**src/rtl/led_drv_pkg.sv**
```systemverilog
// Shared types and constants for the LED chain drivers.
package led_drv_pkg;

  typedef enum logic [1:0] {
    ST_IDLE     = 2'd0,
    ST_SHIFT_LO = 2'd1,
    ST_SHIFT_HI = 2'd2,
    ST_DONE     = 2'd3
  } led_state_e;

  localparam logic [1:0] GNT_REQ0    = 2'd0;
  localparam logic [1:0] GNT_REQ1    = 2'd1;
  localparam logic [1:0] GNT_REFRESH = 2'd2;
  localparam logic [1:0] GNT_NONE    = 2'd3;

  localparam int unsigned FRAME_BITS = 16;
  localparam int unsigned BIT_CNT_W  = 5;
  localparam int unsigned DIV_CNT_W  = 8;

  // Round-robin pick between two requesters; refresh only when nobody asks.
  function automatic logic [1:0] rr_pick(input logic req0, input logic req1,
                                         input logic last_grant, input logic refresh_due);
    logic [1:0] sel;
    sel = GNT_NONE;
    if (req0 && req1)     sel = last_grant ? GNT_REQ0 : GNT_REQ1;
    else if (req0)        sel = GNT_REQ0;
    else if (req1)        sel = GNT_REQ1;
    else if (refresh_due) sel = GNT_REFRESH;
    return sel;
  endfunction

endpackage

```
**src/rtl/led_phase_timer.sv**
```systemverilog
// Half-period divider: phase_end is high on the last cycle of each CLK_DIV-cycle phase.
module led_phase_timer
  import led_drv_pkg::*;
#(
  parameter int unsigned CLK_DIV = 2
) (
  input  logic clk,
  input  logic rst,
  input  logic start,
  output logic phase_end
);

  localparam logic [DIV_CNT_W-1:0] RELOAD = DIV_CNT_W'(CLK_DIV - 1);

  logic [DIV_CNT_W-1:0] r_cnt;
  logic                 r_phase_end;

  // start marks the edge at which a new phase begins; the counter reloads there.
  always_ff @(posedge clk) begin
    if (rst) begin
      r_cnt       <= '0;
      r_phase_end <= 1'b0;
    end else if (start) begin
      r_cnt       <= RELOAD;
      r_phase_end <= (RELOAD == '0);
    end else if (r_cnt != '0) begin
      r_cnt       <= r_cnt - DIV_CNT_W'(1);
      r_phase_end <= (r_cnt == DIV_CNT_W'(1));
    end else begin
      r_phase_end <= 1'b0;
    end
  end

  assign phase_end = r_phase_end;

endmodule

```
**src/rtl/led_chain_arbiter.sv**
```systemverilog
// Round-robin owner of the 16-LED shift chain with idle refresh of the last frame.
module led_chain_arbiter
  import led_drv_pkg::*;
#(
  parameter int unsigned CLK_DIV        = 2,
  parameter int unsigned REFRESH_CYCLES = 1000000
) (
  input  logic                  clk,
  input  logic                  rst,
  input  logic                  req0,
  input  logic [FRAME_BITS-1:0] data0,
  output logic                  ack0,
  input  logic                  req1,
  input  logic [FRAME_BITS-1:0] data1,
  output logic                  ack1,
  output logic                  busy,
  output logic [1:0]            gnt_id,
  output logic                  frame_done,
  output logic                  LED_CLK,
  output logic                  LED_CLR,
  output logic                  LED_DO,
  output logic                  LED_EN
);

  localparam int unsigned REFRESH_MAX = (REFRESH_CYCLES == 0) ? 0 : REFRESH_CYCLES - 1;
  localparam int unsigned REFRESH_W   = (REFRESH_MAX < 1) ? 1 : $clog2(REFRESH_MAX + 1);
  localparam logic [REFRESH_W-1:0] REFRESH_MAX_C = REFRESH_W'(REFRESH_MAX);
  localparam logic [BIT_CNT_W-1:0] LAST_BIT      = BIT_CNT_W'(FRAME_BITS - 1);

  led_state_e            r_state, w_state_nxt;
  logic [FRAME_BITS-1:0] r_shift, w_shift_nxt;
  logic [BIT_CNT_W-1:0]  r_bit_cnt, w_bit_cnt_nxt;
  logic [FRAME_BITS-1:0] r_shadow, w_shadow_nxt;
  logic                  r_last_grant, w_last_grant_nxt;
  logic [REFRESH_W-1:0]  r_refresh_cnt, w_refresh_cnt_nxt;
  logic                  r_ack0, w_ack0_nxt;
  logic                  r_ack1, w_ack1_nxt;
  logic                  r_busy, w_busy_nxt;
  logic [1:0]            r_gnt_id, w_gnt_id_nxt;
  logic                  r_frame_done, w_frame_done_nxt;
  logic                  r_led_clk, w_led_clk_nxt;
  logic                  r_led_do, w_led_do_nxt;
  logic                  r_led_clr;

  logic                  w_start;
  logic                  w_phase_end;
  logic                  w_refresh_due;
  logic [1:0]            w_sel;
  logic [FRAME_BITS-1:0] w_frame;

  led_phase_timer #(.CLK_DIV(CLK_DIV)) u_timer (
    .clk       (clk),
    .rst       (rst),
    .start     (w_start),
    .phase_end (w_phase_end)
  );

  assign w_refresh_due = (REFRESH_CYCLES != 0) && (r_refresh_cnt == REFRESH_MAX_C);
  assign w_sel         = rr_pick(req0, req1, r_last_grant, w_refresh_due);
  assign w_frame       = (w_sel == GNT_REQ0) ? data0 :
                         (w_sel == GNT_REQ1) ? data1 : r_shadow;

  always_ff @(posedge clk) begin
    if (rst) begin
      r_state       <= ST_IDLE;
      r_shift       <= '0;
      r_bit_cnt     <= '0;
      r_shadow      <= '0;
      r_last_grant  <= 1'b1;
      r_refresh_cnt <= '0;
      r_ack0        <= 1'b0;
      r_ack1        <= 1'b0;
      r_busy        <= 1'b0;
      r_gnt_id      <= GNT_NONE;
      r_frame_done  <= 1'b0;
      r_led_clk     <= 1'b1;
      r_led_do      <= 1'b1;
      r_led_clr     <= 1'b0;
    end else begin
      r_state       <= w_state_nxt;
      r_shift       <= w_shift_nxt;
      r_bit_cnt     <= w_bit_cnt_nxt;
      r_shadow      <= w_shadow_nxt;
      r_last_grant  <= w_last_grant_nxt;
      r_refresh_cnt <= w_refresh_cnt_nxt;
      r_ack0        <= w_ack0_nxt;
      r_ack1        <= w_ack1_nxt;
      r_busy        <= w_busy_nxt;
      r_gnt_id      <= w_gnt_id_nxt;
      r_frame_done  <= w_frame_done_nxt;
      r_led_clk     <= w_led_clk_nxt;
      r_led_do      <= w_led_do_nxt;
      r_led_clr     <= 1'b1;
    end
  end

  // Next-state and next-output logic; LED_DO only moves when a low phase begins.
  always_comb begin
    w_state_nxt       = r_state;
    w_shift_nxt       = r_shift;
    w_bit_cnt_nxt     = r_bit_cnt;
    w_shadow_nxt      = r_shadow;
    w_last_grant_nxt  = r_last_grant;
    w_refresh_cnt_nxt = r_refresh_cnt;
    w_ack0_nxt        = 1'b0;
    w_ack1_nxt        = 1'b0;
    w_busy_nxt        = r_busy;
    w_gnt_id_nxt      = r_gnt_id;
    w_frame_done_nxt  = 1'b0;
    w_led_clk_nxt     = r_led_clk;
    w_led_do_nxt      = r_led_do;
    w_start           = 1'b0;

    case (r_state)
      ST_IDLE: begin
        if (r_refresh_cnt != REFRESH_MAX_C) w_refresh_cnt_nxt = r_refresh_cnt + REFRESH_W'(1);
        if (w_sel != GNT_NONE) begin
          w_state_nxt   = ST_SHIFT_LO;
          w_start       = 1'b1;
          w_shift_nxt   = w_frame;
          w_shadow_nxt  = w_frame;
          w_bit_cnt_nxt = '0;
          if (w_sel != GNT_REFRESH) w_last_grant_nxt = w_sel[0];
          w_ack0_nxt    = (w_sel == GNT_REQ0);
          w_ack1_nxt    = (w_sel == GNT_REQ1);
          w_busy_nxt    = 1'b1;
          w_gnt_id_nxt  = w_sel;
          w_led_clk_nxt = 1'b0;
          w_led_do_nxt  = ~w_frame[FRAME_BITS-1];
        end
      end
      ST_SHIFT_LO: begin
        if (w_phase_end) begin
          w_state_nxt   = ST_SHIFT_HI;
          w_start       = 1'b1;
          w_led_clk_nxt = 1'b1;
        end
      end
      ST_SHIFT_HI: begin
        if (w_phase_end) begin
          w_shift_nxt   = {r_shift[FRAME_BITS-2:0], 1'b0};
          w_bit_cnt_nxt = r_bit_cnt + BIT_CNT_W'(1);
          if (r_bit_cnt == LAST_BIT) begin
            w_state_nxt      = ST_DONE;
            w_frame_done_nxt = 1'b1;
            w_busy_nxt       = 1'b0;
            w_gnt_id_nxt     = GNT_NONE;
            w_led_clk_nxt    = 1'b1;
            w_led_do_nxt     = 1'b1;
          end else begin
            w_state_nxt   = ST_SHIFT_LO;
            w_start       = 1'b1;
            w_led_clk_nxt = 1'b0;
            w_led_do_nxt  = ~r_shift[FRAME_BITS-2];
          end
        end
      end
      ST_DONE: begin
        w_state_nxt       = ST_IDLE;
        w_refresh_cnt_nxt = '0;
      end
      default: begin
        w_state_nxt = ST_IDLE;
      end
    endcase
  end

  assign ack0       = r_ack0;
  assign ack1       = r_ack1;
  assign busy       = r_busy;
  assign gnt_id     = r_gnt_id;
  assign frame_done = r_frame_done;
  assign LED_CLK    = r_led_clk;
  assign LED_CLR    = r_led_clr;
  assign LED_DO     = r_led_do;
  assign LED_EN     = 1'b1;

endmodule

```
**config.mk**
```make
export PLATFORM = sky130hd
export DESIGN_NAME = led_chain_arbiter
export DESIGN_NICKNAME = d
export VERILOG_FILES = /design/src/rtl/led_drv_pkg.sv /design/src/rtl/led_phase_timer.sv /design/src/rtl/led_chain_arbiter.sv
export SDC_FILE = /design/constraint.sdc
export NUM_CORES = 1
export LEC_CHECK = 0
export CAP_MARGIN = 20
export CORE_UTILIZATION = 55
export CTS_BUF_LIST = sky130_fd_sc_hd__clkbuf_8
export DETAILED_ROUTE_END_ITERATION = 10
export DONT_BUFFER_PORTS = 1
export MAX_ROUTING_LAYER = met4
export PLACE_DENSITY_LB_ADDON = 0.1
export SLEW_MARGIN = 20
export SYNTH_ARGS = -nofsm -noshare
export SYNTH_HDL_FRONTEND = slang
export SYNTH_SLANG_ARGS = --single-unit
```
**constraint.sdc**
```tcl
create_clock -name clk -period 2.05 [get_ports clk]
set_input_delay 0 -clock clk [delete_from_list [all_inputs] [get_ports clk]]
set_output_delay 0 -clock clk [all_outputs]
set_load 0.05 [all_outputs]
```
==> results.json <==
{
  "antenna_found_initial": 0,
  "clk_path_buf_depth": 2,
  "synth_nets": 505,
  "setup_violations": 0,
  "yosysUniqueCellTypes": 58,
  "synth_fa_ha_area_share_pct": 2.840,
  "vias": 3447,
  "drc_errors": 0,
  "peakVddDrop_mv": 0.9852,
  "post-synth-top-area-cell": "dfxtp_1",
  "dpl.cell_count": 539,
  "synth-simple-area-share_pct": 22.78,
  "ys_warn_count": 0,
  "cp-end-kind": "flop",
  "drive_gt1_share_pct": 15.72,
  "synth_seq_cells": 77,
  "place_area_sq_mm": 0.004073,
  "fin_area_sq_mm": 0.004554,
  "timing.final.crit_share_pct": 94.44,
  "cap_violations": 0,
  "r2r_setup_slack_ns": 0.11,
  "fin_ws_ns": 0.1140,
  "antenna_cells": 0,
  "max_freq_mhz": 516.5,
  "place_congestion": 0.8707,
  "ys.flop_type": "dfxtp_1",
  "grt_setup_unrepaired": "no",
  "required_ns": 2.31,
  "core.rowCount": 30,
  "start_util_pct": 57.72,
  "cts_inserted_buffers": 9,
  "synth_edf_count": 0,
  "p_leak_nw": 1.677,
  "dp_worst_setup_slack_ns": 0.09932,
  "min_path_type": "input pin to flop",
  "grt_pass1_vias": 3189,
  "die_area_sq_mm": 0.007552,
  "synth_top_area_share_pct": 38.88,
  "boundaryPins": 46,
  "hold_viol": 0,
  "final_cell_count_no_fill": 573,
  "crit_type": "flop to flop",
  "relSlewSlack_pct": 49.96,
  "synth_most_common_cell": "nor2_1",
  "core_sq_mm": 0.006869,
  "synthCells": 460,
  "crit_arrival_ns": 2.20,
  "outcome": "finished clean",
  "cts_tree": "yes",
  "cts-root-buf": "clkbuf_8",
  "crit_path_max_fanout": 15,
  "maxSlewViolCount": 0,
  "synthArstFlopShare_pct": 0,
  "total_power_mw": 6.418,
  "grt_usage_pct": 26.51,
  "worst_pin_slew_ns": 0.7482,
  "cts.sinks": 77,
  "area_delta_synth_final_pct": 14.86,
  "avgSynthCellArea_sq_um": 8.620,
  "yosysSeqAreaShare_pct": 38.88,
  "grt_overflow": 0,
  "grt_pass1_wl_mm": 15.11,
  "via_per_inst": 6.016,
  "p_per_area_mw_per_mm2": 1409,
  "numPortBuffers": 0,
  "syn_area_sq_mm": 0.003965,
  "synth_top_family_by_area": "simple AND/OR/NAND/NOR gates",
  "synth-compound-area-share_pct": 20.89,
  "path_clk_slew_ns": 0.08,
  "worst_clock_skew_ns": 0.006228,
  "synthTopCellsByArea": "dfxtp_1, nor2_1, a211oi_1",
  "finalCriticalPeriod_ns": 1.936,
  "cts.htree.levels": 3,
  "synthTopCellsByCount": "nor2_1, dfxtp_1, a211oi_1",
  "die_w_microns": 86.91,
  "hpwl_mm": 5.787,
  "muxShareOfSynthArea_pct": 4.986,
  "clk_latency_ns": 0.35,
  "postRouteAntennaNets": 0,
  "synth_xor_area_share_pct": 4.418,
  "nets": 517,
  "grt_max_degree": 57,
  "tns_ns": 0,
  "drt-total-wl_mm": 9.322,
  "dr.first_iter.drc_count": 185,
  "die_height_microns": 86.91,
  "wl_per_cell_microns": 16.27,
  "firstDrtPassIters": 4,
  "start_kind": "flop"
}
## logic make-up after synthesis
family	count (synthesis)
AND/OR/NAND/NOR	172
AO/OA/AOI/OAI	117
flip-flops	77
buffers and inverters	46
XOR/XNOR	20
multiplexers	18
adder cells (fa/ha/maj)	9
other	1
## registers in the layout, indices dropped and copies added, names as in the netlist, 2 cells and up
name and flops:
gnt_id 2, r_bit_cnt 5, r_refresh_cnt 20, r_shadow 16, r_shift 15, r_state 2
u_timer.r_cnt 8
## layout by cell type (no fill, tap or decap), types with 5 or more instances in the layout
master and instances:
mux2_2 14, xor2_1 9, o21ai_0 14, dfxtp_1 76, nand3_1 12, nor4_1 7, nor2_1 77, ha_1 7
nand2_1 17, nor3_1 6, inv_1 14, dlygate4sd3_1 13, and3_1 6, clkbuf_8 10, a21oi_1 27, nand3b_1 15
a211oi_2 5, nand4_1 8, xnor2_1 11, o221ai_1 14, a211oi_1 28, buf_4 15
## critical path: stages, from the launching register on
cell	delay (ns)
dfxtp_2	0.37
inv_1	0.07
ha_1	0.24
mux2i_1	0.18
nor3_2	0.26
a21o_1	0.30
buf_12	0.18
nor2_1	0.05
a211oi_1	0.21
## per-layer routing
layer | GRT usage (%) | vias up | routed length [microns]
li1 | - | 1702 | -
met1 | 32.84 | 1665 | 4345
met2 | 41.66 | 67 | 4458
met3 | 7.678 | 13 | 416
met4 | 8.333 | 0 | 101
met5 | - | - | 0
## report_power, final
| group | internal [mW] | total [mW] | switching (mW) |
|---|---|---|---|
| sequential | 1.92 | 2.38 | 0.457 |
| combinational | 1.25 | 2.75 | 1.51 |
| clock | 0.717 | 1.29 | 0.569 |
## final cells by class
cell class                      instances  area, sq um
Fill cell                             578         2315
Multi-Input combinational cell        337         2255
Inverter                               14        52.55
Tap cell                               96        120.1
Clock buffer                           10        137.6
Timing Repair Buffer                   33        360.3
Sequential cell                        77         1543
Clock inverter                          6        86.33
## final timing paths
check,start,end,cells past startpoint
max reg2reg,r_state[0],r_shift[6],8
min,data0[2],r_shadow[2],3
max,r_state[0],r_shift[6],8
min reg2reg,r_bit_cnt[1],r_bit_cnt[1],2
## repair_timing
action,in CTS,in global routing
resized for setup,0,9
hold endpoints to repair,59,0
hold buffers,14,0
setup endpoints to repair,0,30
buffers inserted,0,2
## metrics by stage
step / util, % / hold slack (ns)
2_1_floorplan: - / 0.1346
3_3_place_gp: 59.29 / 0.07223
3_5_place_dp: 59.29 / 0.07218
4_1_cts: 64.85 / 0.002025
5_1_grt: 66.30 / 0.006297
6_report: 66.30 / 0.006370
(Power assumes the default switching activity.)
